File: config.mk
export PLATFORM = sky130hd
export DESIGN_NAME = gearbox_param
export DESIGN_NICKNAME = d
export VERILOG_FILES = /design/src/rtl/gearbox_pkg.sv /design/src/rtl/gearbox_bitbuf.sv /design/src/rtl/gearbox_param.sv
export SDC_FILE = /design/constraint.sdc
export NUM_CORES = 1
export LEC_CHECK = 0
export ABC_CLOCK_PERIOD_IN_PS = 9700
export BUFFER_PORTS_ARGS = -buffer_cell sky130_fd_sc_hd__buf_2
export CORE_ASPECT_RATIO = 0.8
export CORE_UTILIZATION = 28
export DETAILED_ROUTE_END_ITERATION = 12
export HOLD_SLACK_MARGIN = 0.05
export PLACE_DENSITY = 0.55
export SLEW_MARGIN = 20
export SYNTH_ARGS = -nofsm -noshare
export SYNTH_HDL_FRONTEND = slang
export SYNTH_SLANG_ARGS = --single-unit
File: constraint.sdc
create_clock -name i_clk -period 9.7 [get_ports i_clk]
set_input_delay 0.97 -clock i_clk [delete_from_list [all_inputs] [get_ports i_clk]]
set_output_delay 0.97 -clock i_clk [all_outputs]
set_load 0.02 [all_outputs]
File: src/rtl/gearbox_pkg.sv
// Shared types and width helpers for the parameterized bit gearbox.
package gearbox_pkg;

    typedef enum logic {
        RUN   = 1'b0,
        FLUSH = 1'b1
    } state_e;

    function automatic int clog2(input int v);
        int r;
        r = 0;
        while ((1 << r) < v) r = r + 1;
        return r;
    endfunction

    function automatic int buf_width(input int in_w, input int out_w);
        return in_w + out_w;
    endfunction

    // Level must represent 0..BUF_W inclusive.
    function automatic int lvl_width(input int in_w, input int out_w);
        return clog2(in_w + out_w + 1);
    endfunction

endpackage

File: src/rtl/gearbox_bitbuf.sv
// Bit buffer datapath: drains OUT_W bits from the bottom, appends IN_W bits at the fill level.
module gearbox_bitbuf
    import gearbox_pkg::*;
#(
    parameter int IN_W  = 132,
    parameter int OUT_W = 128,
    parameter int BUF_W = 260,
    parameter int LVL_W = 9
) (
    input  logic             clk,
    input  logic             rst,
    input  logic             in_fire,
    input  logic [IN_W-1:0]  in_data,
    input  logic             out_fire,
    input  logic             clear,
    output logic [BUF_W-1:0] bits_q,
    output logic [LVL_W-1:0] cnt,
    output logic [LVL_W-1:0] cnt_nxt
);

    logic [BUF_W-1:0] bits_n;
    logic [BUF_W-1:0] shifted;
    logic [LVL_W-1:0] base;

    // Bits above cnt are kept at zero, so inserting with OR is safe.
    always_comb begin
        shifted = out_fire ? (bits_q >> OUT_W) : bits_q;
        base    = out_fire ? (cnt - LVL_W'(OUT_W)) : cnt;
        bits_n  = shifted;
        cnt_nxt = base;
        if (in_fire) begin
            bits_n  = shifted | (BUF_W'(in_data) << base);
            cnt_nxt = base + LVL_W'(IN_W);
        end
        if (clear) begin
            bits_n  = '0;
            cnt_nxt = '0;
        end
    end

    always_ff @(posedge clk or posedge rst) begin
        if (rst) begin
            bits_q <= '0;
            cnt    <= '0;
        end else begin
            bits_q <= bits_n;
            cnt    <= cnt_nxt;
        end
    end

endmodule

File: src/rtl/gearbox_param.sv
// IN_W -> OUT_W bit-stream gearbox with valid/ready on both sides and a flush that
// emits the residual bits as a zero-padded final word.
module gearbox_param
    import gearbox_pkg::*;
#(
    parameter int IN_W  = 132,
    parameter int OUT_W = 128
) (
    input  logic                                i_clk,
    input  logic                                i_rst,
    input  logic                                i_valid,
    output logic                                o_ready,
    input  logic [IN_W-1:0]                     i_data,
    input  logic                                i_flush,
    output logic                                o_valid,
    input  logic                                i_ready,
    output logic [OUT_W-1:0]                    o_data,
    output logic                                o_last,
    output logic [lvl_width(IN_W, OUT_W)-1:0]   o_level
);

    localparam int BUF_W = buf_width(IN_W, OUT_W);
    localparam int LVL_W = lvl_width(IN_W, OUT_W);
    localparam logic [LVL_W-1:0] OUT_L = LVL_W'(OUT_W);

    state_e           state, state_n;
    logic [BUF_W-1:0] bits;
    logic [LVL_W-1:0] cnt, cnt_nxt;
    logic             in_fire, out_fire, clear;
    logic [OUT_W-1:0] ones, mask;

    assign ones = '1;
    assign mask = ~(ones << cnt);

    // Handshake depends only on registered state, never on i_valid.
    assign o_ready  = (state == RUN) && (cnt <= OUT_L);
    assign o_valid  = (state == RUN) ? (cnt >= OUT_L) : (cnt != '0);
    assign o_last   = (state == FLUSH) && (cnt <= OUT_L);
    assign o_data   = (state == FLUSH) ? (bits[OUT_W-1:0] & mask) : bits[OUT_W-1:0];
    assign o_level  = cnt;
    assign in_fire  = i_valid & o_ready;
    assign out_fire = o_valid & i_ready;
    assign clear    = (state == FLUSH) & out_fire & o_last;

    gearbox_bitbuf #(
        .IN_W (IN_W),
        .OUT_W(OUT_W),
        .BUF_W(BUF_W),
        .LVL_W(LVL_W)
    ) u_bitbuf (
        .clk     (i_clk),
        .rst     (i_rst),
        .in_fire (in_fire),
        .in_data (i_data),
        .out_fire(out_fire),
        .clear   (clear),
        .bits_q  (bits),
        .cnt     (cnt),
        .cnt_nxt (cnt_nxt)
    );

    always_ff @(posedge i_clk or posedge i_rst) begin
        if (i_rst) state <= RUN;
        else       state <= state_n;
    end

    // A flush that would leave nothing buffered is dropped.
    always_comb begin
        state_n = state;
        case (state)
            RUN:     if (i_flush && (cnt_nxt != '0)) state_n = FLUSH;
            FLUSH:   if (clear) state_n = RUN;
            default: state_n = RUN;
        endcase
    end

endmodule
==> flow_metrics.py <==
metrics = {
    "synth": {
        "synth.top_cell.area_share_pct": 24.8,
        "synth-main-ff-cell": "dfrtp_1",
        "netlist_area_um2": 27300,
        "postSynthAreaPerCell_um2": 9.01,
        "synth_area_leaders": "dfrtp_1 (25%), mux4_2 (16%), mux2i_1 (9.2%), mux2_2 (5.9%), nand2_1 (5.6%)",
        "yosysMostFrequentCell": "nand2_1",
        "ys_warn_count": 0,
        "synth_edf_count": 0,
        "ys_types": 75,
        "synthTopCellsByCount": "nand2_1 (409), dfrtp_1 (270), mux2i_1 (251)",
        "synthesis.nets": 3166,
        "syn_inst": 3026,
        "ys_ff_latch": 270,
        "yosysTopAreaCell": "dfrtp_1",
        "synth.yosys.seq_area_share_pct": 24.8,
        "async_flop_share_pct": 100,
    },
    "routing": {
        "wl_per_cell_um": 37.7,
        "num_vias": 29605,
        "drcViolationCount": 0,
        "wl_um": 167000,
        "dr.pass1.iters": 8,
        "drt-initial-drc-count": 4940,
        "antenna_left": 0,
        "vias_per_cell": 6.68,
    },
    "power_and_ir_drop": {
        "power_density_nw_per_um2": 319,
        "total_power_mw": 9.88,
        "leakage_nw": 12.4,
        "ir_drop_v": 0.000174,
    },
    "timing": {
        "rsz0062_at_grt": "no",
        "tightest_slew_ns": 1.34,
        "max-slew-margin-rel_pct": 10.4,
        "period_share_pct": 62.7,
        "final_hold_viol_count": 0,
        "setup_viol": 0,
        "setup_tns_ns": 0,
        "setup_slack_ns": 3.62,
        "final_max_slew_viol_count": 0,
        "skew_ns": 0.0242,
        "clock.fmax_ghz": 0.164,
        "layout_min_cycle_time_ns": 6.08,
    },
    "finish": {
        "syn2layout_area_growth_pct": 13.5,
        "final_nets": 3259,
        "multiInputGateArea_um2": 19300,
        "drive_gt1_share_pct": 26.4,
        "instances_no_fill": 4435,
        "fin_util_pct": 32.4,
        "fillerInstances": 10092,
        "ff_latch_area_um2": 6780,
    },
    "die": {
        "io_pins": 277,
        "core-area_um2": 95700,
        "start_util_pct": 28.5,
        "rows": 101,
        "die_y_um": 281,
        "die-area_um2": 98600,
        "die_width_um": 351,
    },
    "cts": {
        "cts-buffers-inserted": 29,
        "cts_tree": "built",
        "cts_setup_buffers": 0,
        "worstSkewPairLatency_ns": 0.62,
        "clk_pin_slew_worst_paths_ns": 0.07,
        "htree_levels": 1,
        "ctsHoldBuffers": 0,
        "clock_sinks": 270,
        "clock_path_buffers": 3,
        "root_buffer": "clkbuf_16",
        "cts_resized": 0,
    },
    "place": {
        "place_inst": 4374,
        "portBuffers": 276,
        "dp_hpwl_um": 122000,
        "place_congestion": 1.06,
        "dp_slack_ns": 4.29,
    },
    "setup_path": {
        "cp.arrival_ns": 5.11,
        "endpoint_kind": "output pin",
        "cp_max_fo": 40,
        "worstPathRequired_ns": 8.73,
        "critical_path_class": "flip-flop to output pin",
        "startpoint_type": "flip-flop",
    },
    "grt": {
        "grt_pass1_wl_um": 230000,
        "grt_pass1_vias": 27603,
        "track_usage_pct": 33.1,
        "grt-ovfl-total": 0,
        "antenna_found_initial": 8,
        "grt_max_degree": 150,
    },
    "worst_hold_path": {
        "hold_class": "flip-flop to flip-flop",
    },
    "job": {
        "maxCapViolCount": 0,
    },
    "status": {
        "outcome": "finished, final reports clean",
    },
}
[critical path: stages, from the launching register on]
cell and delay, ns:
dfrtp_4 0.62, inv_2 0.11, buf_4 0.49, buf_4 0.66
nand2_1 0.75, nor2_1 0.90, a21oi_1 0.23, o21ai_0 0.20
a21boi_0 0.24, buf_2 0.26
[where the power goes]
part | switching [mW] | total, mW | internal (mW)
clock | 0.562 | 1.33 | 0.765
combinational | 4.89 | 6.79 | 1.90
sequential | 0.304 | 1.75 | 1.45
total | 5.76 | 9.88 | 4.12
[metrics by stage]
step / hold WS [ns] / cell area [um^2]
after detailed placement: 0.469 / 29800
final: 0.484 / 31000
after CTS: 0.490 / 30900
after global placement: 0.461 / 29800
after global routing: 0.508 / 30900
after floorplan: 0.443 / 27300
[cells in the final DEF (no fill, tap or decap), types with 13 or more instances in the layout]
cell         n
nand2b_1    23
mux4_2     198
a22oi_1     49
o211ai_1    27
a22o_1      33
clkbuf_16   29
o22a_1      20
a221oi_1    21
dfrtp_1    263
or3_1       13
nor2_1     229
mux2_2     142
o2bb2ai_1   23
nand2_1    406
o31ai_1     14
a21boi_0    46
o22ai_1    104
a21oi_1    139
o21a_1      50
nor3_1      36
mux2i_1    250
a2bb2oi_1   13
a31oi_1     72
o221ai_1    49
a221o_1     21
and3_1      17
nand3_1     41
o21ai_0    152
buf_4       84
buf_2      277
and2_1      32
nor2b_1     34
[kinds of logic after synthesis]
| logic type | count (synthesis) | synth area share (%) |
|---|---|---|
| AOI/OAI and AO/OA | 962 | 24.5 |
| and+or+nand+nor | 875 | 13.9 |
| muxes | 592 | 31.5 |
| buffers and inverters | 319 | 5.10 |
| DFF | 270 | 24.8 |
| xor gates and xnor gates | 5 | 0.161 |
| adders and majority gates | 3 | 0.138 |
[layout make-up]
| class | count | area share (%) |
|---|---|---|
| multi-input cells | 2437 | 62.3 |
| flip-flops and latches | 270 | 21.9 |
| repair buffers | 366 | 6.86 |
| well taps | 1287 | 5.20 |
| clock buffers | 33 | 2.52 |
| clock inverters | 20 | 0.966 |
| inverters | 15 | 0.222 |
| diodes | 7 | 0.0566 |
[path summary, 6_finish.rpt]
kind	slack [ns]	cells after the start	start	end
worst min-delay path	0.48	2	u_bitbuf.bits_q[187]	u_bitbuf.bits_q[187]
min in group asynchronous	0.54	2	i_rst	u_bitbuf.bits_q[92]
max in group asynchronous	6.94	4	i_rst	u_bitbuf.bits_q[231]
worst min register to register	0.48	2	u_bitbuf.bits_q[187]	u_bitbuf.bits_q[187]
worst max-delay path	3.62	9	u_bitbuf.cnt[5]	o_data[30]
worst max register to register	4.11	11	u_bitbuf.cnt[2]	u_bitbuf.bits_q[125]
[layer usage]
| layer | routed length [um] | GRT usage (%) | vias up |
|---|---|---|---|
| met5 | 33 | 0 | - |
| met2 | 70200 | 48.1 | 2276 |
| met4 | 9960 | 15.7 | 4 |
| met1 | 64700 | 43.1 | 14946 |
| li1 | - | - | 11910 |
| met3 | 22500 | 12.2 | 469 |
[sequential cells by signal, summed over array words and instances (netlist names)]
| name | cells |
|---|---|
| u_bitbuf.bits_q | 260 |
| u_bitbuf.cnt | 9 |
| state | 1 |
Power figures use the tool's default switching activity.
